**src/rtl/fifo_wr_framer.sv**
```systemverilog
// Write-domain packet framer: wraps a valid/ready byte stream into
// header / payload / byte-count / XOR-checksum frames for the dual-clock FIFO.
module fifo_wr_framer #(
    parameter int unsigned DATA_WIDTH = 8,
    parameter int unsigned MAX_LEN    = 16,
    parameter logic [3:0]  HDR_TAG    = 4'hA
) (
    input  logic                  wr_clk,
    input  logic                  rst,
    input  logic                  src_valid,
    output logic                  src_ready,
    input  logic [DATA_WIDTH-1:0] src_data,
    input  logic                  src_last,
    input  logic                  fifo_full,
    output logic                  fifo_wr_en,
    output logic [DATA_WIDTH-1:0] fifo_data,
    output logic [15:0]           pkt_count,
    output logic                  trunc_err,
    output logic                  busy
);

    localparam int unsigned LEN_W = 8;
    localparam int unsigned SEQ_W = 4;
    localparam int unsigned CNT_W = 16;
    localparam logic [LEN_W-1:0] LEN_LAST = LEN_W'(MAX_LEN - 1);

    typedef enum logic [2:0] {
        S_IDLE,
        S_HDR,
        S_DATA,
        S_TRL_CNT,
        S_TRL_CSUM,
        S_DROP
    } state_t;

    state_t                  state, state_n;
    logic [SEQ_W-1:0]        seq, seq_n;
    logic [LEN_W-1:0]        len, len_n;
    logic [DATA_WIDTH-1:0]   csum, csum_n;
    logic [CNT_W-1:0]        pkt_cnt_q, pkt_cnt_n;
    logic                    trunc_q, trunc_n;
    // Set when a packet was cut: the source still owes its tail bytes.
    logic                    drop_pend, drop_pend_n;

    // State and datapath registers
    always_ff @(posedge wr_clk or posedge rst) begin
        if (rst) begin
            state     <= S_IDLE;
            seq       <= '0;
            len       <= '0;
            csum      <= '0;
            pkt_cnt_q <= '0;
            trunc_q   <= 1'b0;
            drop_pend <= 1'b0;
        end else begin
            state     <= state_n;
            seq       <= seq_n;
            len       <= len_n;
            csum      <= csum_n;
            pkt_cnt_q <= pkt_cnt_n;
            trunc_q   <= trunc_n;
            drop_pend <= drop_pend_n;
        end
    end

    // Next-state, datapath update and FIFO/source handshake
    always_comb begin
        state_n     = state;
        seq_n       = seq;
        len_n       = len;
        csum_n      = csum;
        pkt_cnt_n   = pkt_cnt_q;
        trunc_n     = 1'b0;
        drop_pend_n = drop_pend;
        src_ready   = 1'b0;
        fifo_wr_en  = 1'b0;
        fifo_data   = '0;

        unique case (state)
            S_IDLE: begin
                if (src_valid) begin
                    state_n = S_HDR;
                end
            end
            S_HDR: begin
                fifo_wr_en = !fifo_full;
                fifo_data  = DATA_WIDTH'({HDR_TAG, seq});
                if (!fifo_full) begin
                    len_n   = '0;
                    csum_n  = '0;
                    state_n = S_DATA;
                end
            end
            S_DATA: begin
                src_ready  = !fifo_full;
                fifo_wr_en = src_valid && !fifo_full;
                fifo_data  = src_data;
                if (src_valid && !fifo_full) begin
                    len_n  = len + LEN_W'(1);
                    csum_n = csum ^ src_data;
                    if (src_last) begin
                        state_n = S_TRL_CNT;
                    end else if (len == LEN_LAST) begin
                        trunc_n     = 1'b1;
                        drop_pend_n = 1'b1;
                        state_n     = S_TRL_CNT;
                    end
                end
            end
            S_TRL_CNT: begin
                fifo_wr_en = !fifo_full;
                fifo_data  = DATA_WIDTH'(len);
                if (!fifo_full) begin
                    state_n = S_TRL_CSUM;
                end
            end
            S_TRL_CSUM: begin
                fifo_wr_en = !fifo_full;
                fifo_data  = csum;
                if (!fifo_full) begin
                    seq_n       = seq + SEQ_W'(1);
                    pkt_cnt_n   = pkt_cnt_q + CNT_W'(1);
                    drop_pend_n = 1'b0;
                    state_n     = drop_pend ? S_DROP : S_IDLE;
                end
            end
            S_DROP: begin
                src_ready = 1'b1;
                if (src_valid && src_last) begin
                    state_n = S_IDLE;
                end
            end
            default: begin
                state_n = S_IDLE;
            end
        endcase
    end

    assign pkt_count = pkt_cnt_q;
    assign trunc_err = trunc_q;
    assign busy      = (state != S_IDLE);

endmodule

```
**config.mk**
```make
export PLATFORM = sky130hd
export DESIGN_NAME = fifo_wr_framer
export DESIGN_NICKNAME = d
export VERILOG_FILES = /design/src/rtl/fifo_wr_framer.sv
export SDC_FILE = /design/constraint.sdc
export NUM_CORES = 1
export LEC_CHECK = 0
export BUFFER_PORTS_ARGS = -buffer_cell sky130_fd_sc_hd__buf_2
export CORE_MARGIN = 2
export CORE_UTILIZATION = 32
export CTS_CLUSTER_DIAMETER = 100
export DETAILED_ROUTE_END_ITERATION = 8
export GPL_TIMING_DRIVEN = 1
export PLACE_DENSITY = 0.58
export SLEW_MARGIN = 5
export SYNTH_ARGS = -nofsm -noshare
export SYNTH_HDL_FRONTEND = slang
export SYNTH_SLANG_ARGS = --single-unit
export TNS_END_PERCENT = 5
```
**constraint.sdc**
```tcl
create_clock -name wr_clk -period 1.85 [get_ports wr_clk]
set_input_delay 0.185 -clock wr_clk [delete_from_list [all_inputs] [get_ports wr_clk]]
set_output_delay 0.185 -clock wr_clk [all_outputs]
set_load 0.01 [all_outputs]
```
=== Word level (Yosys, flattened, before mapping) ===
Cells that the tools add are included.

* Register bits: 41
* Input port bits: 13
* Output and inout bits: 28
* Word-level logic and storage cells: 66

* Add/sub/neg operators: 3
* Equal/unequal tests: 15
* Mux-type cells: 27
* Bitwise gates (word level): 2
* Reduce and logical (&&, ||, !) cells: 12

{| class="wikitable"
|+ Operators with widths
! operator !! count
|-
| case mux 8 bit (2 select lines) || 2
|-
| case mux 8 bit (4 select lines) || 1
|-
| two-way mux 3 bit || 9
|-
| two-way mux 8 bit || 3
|-
| case mux 3 bit (6 select lines) || 1
|-
| adder 16 x 1 -> 16 bit, second input constant || 1
|-
| inequality test 2 bit, second input constant || 8
|-
| adder 8 x 1 -> 8 bit, second input constant || 1
|-
| equality test 8 x 4 -> 1 bit, second input constant || 1
|-
| two-way mux 1 bit || 8
|-
| XOR 8 bit || 1
|-
| AND reduction 7 bit || 1
|-
| equality test 3 x 2 -> 1 bit, second input constant || 2
|-
| equality test 3 bit, second input constant || 2
|-
| case mux 1 bit (2 select lines) || 3
|-
| AND reduction 5 bit || 1
|-
| adder 4 x 1 -> 4 bit, second input constant || 1
|-
| nonzero test 2 bit || 2
|-
| equality test 3 x 1 -> 1 bit, second input constant || 1
|-
| zero test 3 bit || 1
|-
| inequality test 3 bit, second input constant || 1
|-
| AND reduction 3 bit || 1
|-
| nonzero test 3 bit || 1
|-
| OR reduction 3 bit || 1
|-
| 4 further kinds || 5
|}

=== Logic depth before layout (Yosys ltp) ===
* Depth after elaboration: 5
* Depth in mapped cells: 7
* Gate-level depth less buffers: 5

=== Least setup slack after synthesis ===
Ideal clock, no wire load.

* Kind: reg-to-reg
* Start: register state[0]
* End: register pkt_cnt_q[9] (netlist: pkt_count[9])
* Setup time: 0.125 ns
* Arrival: 1.587 ns
* Data required time: 1.725 ns
* Slack: 0.138 ns
* Stages on the path, launching flop included: 7
* Buffers on the path: 2
* Clock period less this slack: 1.712 ns
* Path through: dfrtp_1 buf_2 nor4b_4 and4_1 buf_2 nand4_1 xnor2_1

* Word-level cells in the longest chain between the ends: 2

{| class="wikitable"
|+ Ends and longest elaborated chain
! element !! line !! source
|-
| from (decl) || 36 || <nowiki>state_t state, state_n;</nowiki>
|-
| from (signal assigned) || 56 || <nowiki>state <= state_n;</nowiki>
|-
| equality test 3 bit || 79 || <nowiki>unique case (state)</nowiki>
|-
| AND reduction 2 bit (no line) || n/a ||
|-
| to (signal assigned) || 60 || <nowiki>pkt_cnt_q <= pkt_cnt_n;</nowiki>
|-
| to (decl) || 40 || <nowiki>logic [CNT_W-1:0] pkt_cnt_q, pkt_cnt_n;</nowiki>
|}

Every way passes these cells.
A chain may end at the register's enable or synchronous reset.

=== Worst setup path after layout ===
* Start: register state[2]
* End: output port fifo_data[1]

* Word-level cells in the longest chain between the ends: 2
* Elaborated cells between the ends (all ways): 5
* Those cells by class: eq/ne: 4; mux: 1

{| class="wikitable"
|+ Ends and longest elaborated chain
! element !! line !! source
|-
| equality test 3 bit, or another cell as far along || 79 ||
|-
| case mux 8 bit (4 select lines) * || 79 ||
|-
| to (decl) || 16 || <nowiki>output logic [DATA_WIDTH-1:0] fifo_data,</nowiki>
|}

Mark *: on every way between the ends. The rest lies on a longest branch, timed or not.

==> reports/results.ini <==
[layout]
layout-drive-gt1-share = 0.292
n_fill_cell = 711
layout.nets = 300
areaGrowthSynthToFinish_pct = 22.8
antenna_cells = 0
design_area_um2 = 2810
final_cell_count_no_fill = 380

[cts]
cts_buffers = 5
cts_tree = yes
cts_htree_levels = 2
clock_sinks = 41
clock_path_buffers = 2
clock_latency_ns = 0.29
clockRootBuffer = clkbuf_8
clk_pin_slew_worst_paths_ns = 0.08

[yosys]
synth_edf_count = 0
ys_warn_count = 0
synth_cell_types = 45
avgSynthCellArea_um2 = 9.93
synth_area_leaders = dfrtp_1 45%, xnor2_1 6.5%, xor2_1 4.2%, nor2_1 3.0%, mux2i_1 2.6%
postSynthCellCount = 230
seq_area_frac_synth = 0.449
synth-main-ff-cell = dfrtp_1
synth.top_cell.area_share = 0.449
yosys-top-cells-count = 41 x dfrtp_1, 18 x nor2_1, 17 x xnor2_1
synth_area_um2 = 2280
async_reset_ff_frac = 1.00
synth_seq_cells = 41
synth_top_area_cell = dfrtp_1
synth_nets = 246
yosysMostFrequentCell = dfrtp_1

[worst_setup_path]
startpoint = state[2]
start_kind = register
critPathRequiredTime_ns = 1.66
timing.rr.start = state[0]
crit_type = register to output pin
end_kind = output pin
path_cells = nor2b_2 > buf_4 > a22oi_1 > o22ai_1 > buf_2
arrival_ns = 1.57
max_stage_delay_ns = 0.47
critPathSlowestCell = dfrtp_2
cp_max_fo = 8

[placed_design]
portBuffers = 40
routabilityCongestion = 0.875
hpwl_um = 4020
dpl_cell_area_um2 = 2640
post-place-ws_ns = 0.121
dp_cells = 367

[global_route]
grt_pass1_vias = 1876
antenna_found_initial = 0
grt.overflow.total = 0
grt_max_degree = 42
grtUsageTotal = 0.156
grt_pass1_wl_um = 9410

[die]
core-area_um2 = 6830
die_x_um = 88.5
initial_core_util = 0.334
die_h_um = 88.5
dieArea_um2 = 7830
io_pins = 41
rows = 30

[route]
dr.pass1.iters = 5
wirelength_um = 5540
viasPerCell = 5.04
avgRoutedWirePerCell_um = 14.6
drt_iter0_drc = 172
ant_nets = 0
vias = 1916
drcViolationCount = 0

[sta]
worst_slack_ns = 0.0925
fmax_mhz = 569
period_share = 0.950
clock-skew-final_ns = 0.00590
maxSlewViolCount = 0
finalSetupViolCount = 0
period_needed_ns = 1.76
worst_pin_slew_ns = 0.525
hold_viol_final = 0
slew_headroom = 0.650

[power]
power_w = 0.00373
clkPwrFrac = 0.160
vdd_ir_drop_max_uv = 473
p_int_w = 0.00223
leakagePower_nw = 1.30
p_sw_frac = 0.402
power_density_nw_per_um2 = 1330
p_comb_frac = 0.471
power_switching_w = 0.00150
pwr-share-seq = 0.369

[job]
cap_violations = 0

[status]
outcome = complete, no violations

[worst_hold_path]
worstHoldPathType = input port to asynchronous set/reset pin

## worst max-delay path: cells and delay by family, from the launching register on
family | cells | cell delay, ns
flops | 1 | 0.47
compound gates | 2 | 0.32
buf+inv | 2 | 0.30
simple gates | 1 | 0.19
## layout by cell type, fill, tap and decap left out, drive strengths merged, types with 3 or more instances in the layout
master  Yosys  layout
o31ai       3       3
mux2i       6       6
nand3b      3       3
o21ai       8       8
a21oi       9       9
and4        4       4
clkbuf      6       6
o22ai       6       6
inv         4       4
nand3      10      10
nor2b       3       3
xnor2      17      17
o211ai      8       8
a22oi       6       6
or4         5       5
nand4       6       6
mux2        3       3
xor2       11      11
nor2       19      19
dfrtp      41      41
buf        10      63
nand2      16      16
ha          3       3
## worst paths after layout
check | endpoint | slack, ns | cells past startpoint
worst min register to register | seq[3] | 0.47 | 1
worst min-delay path | pkt_count[14] | 0.009 | 3
worst max-delay path | fifo_data[1] | 0.09 | 5
min in group wr_clk | state[0] | 0.27 | 3
worst max register to register | pkt_count[15] | 0.13 | 5
max in group asynchronous | state[1] | 1.44 | 3
## area by class of cell
class	count	area, um2	area share
clock buffers	6	82.6	0.0294
inverters	4	15.0	0.00535
repair buffers	63	385	0.137
well taps	96	120	0.0428
multi-input cells	169	1160	0.415
clock inverters	1	7.51	0.00268
flip-flops and latches	41	1030	0.367
## cells by family (layout without fill, tap and decap cells)
group           Yosys count  in the layout  synth area share
fa+ha+maj                 3              3            0.0164
simple gates             83             83             0.207
flops                    41             41             0.449
xor+xnor                 28             28             0.107
mux                       9              9            0.0411
compound gates           46             46             0.133
buf+inv                  20             74            0.0460
## routing by layer
metal | up-vias | GRT usage | routed length [um]
met5 | - | 0 | 0
met1 | 963 | 0.223 | 2710
met2 | 19 | 0.234 | 2610
met4 | 0 | 0.0551 | 80
met3 | 4 | 0.0317 | 131
li1 | 930 | - | -
## power groups by stage
stage	clock [W]	sequential [W]	combinational (W)
2_1_floorplan	0	0.00129	0.00116
3_3_place_gp	0	0.00141	0.00156
3_5_place_dp	0	0.00140	0.00158
4_1_cts	0.000630	0.00140	0.00160
5_1_grt	0.000655	0.00141	0.00197
6_report	0.000597	0.00138	0.00176
## per-stage QoR
| step | setup TNS, ns | utilization | hold WS (ns) |
|---|---|---|---|
| finish | 0 | 0.411 | 0.00938 |
| floorplan | 0 | - | 0.335 |
| CTS | 0 | 0.401 | 0.0293 |
| detailed placement | 0 | 0.387 | 0.352 |
| global placement | 0 | 0.387 | 0.349 |
| global route | -0.0000575 | 0.411 | 0.0624 |
## flip-flops by register name, summed over array words and instances (netlist names)
register,flops
state,3
pkt_count,16
trunc_err,1
csum,8
seq,4
len,8
drop_pend,1
## timing repair
item | CTS | global route
buffers inserted | 0 | 6
hold buffers | 0 | 0
setup endpoints to repair | 7 | 9
resized for setup | 5 | 2
Power figures use the tool's default switching activity.
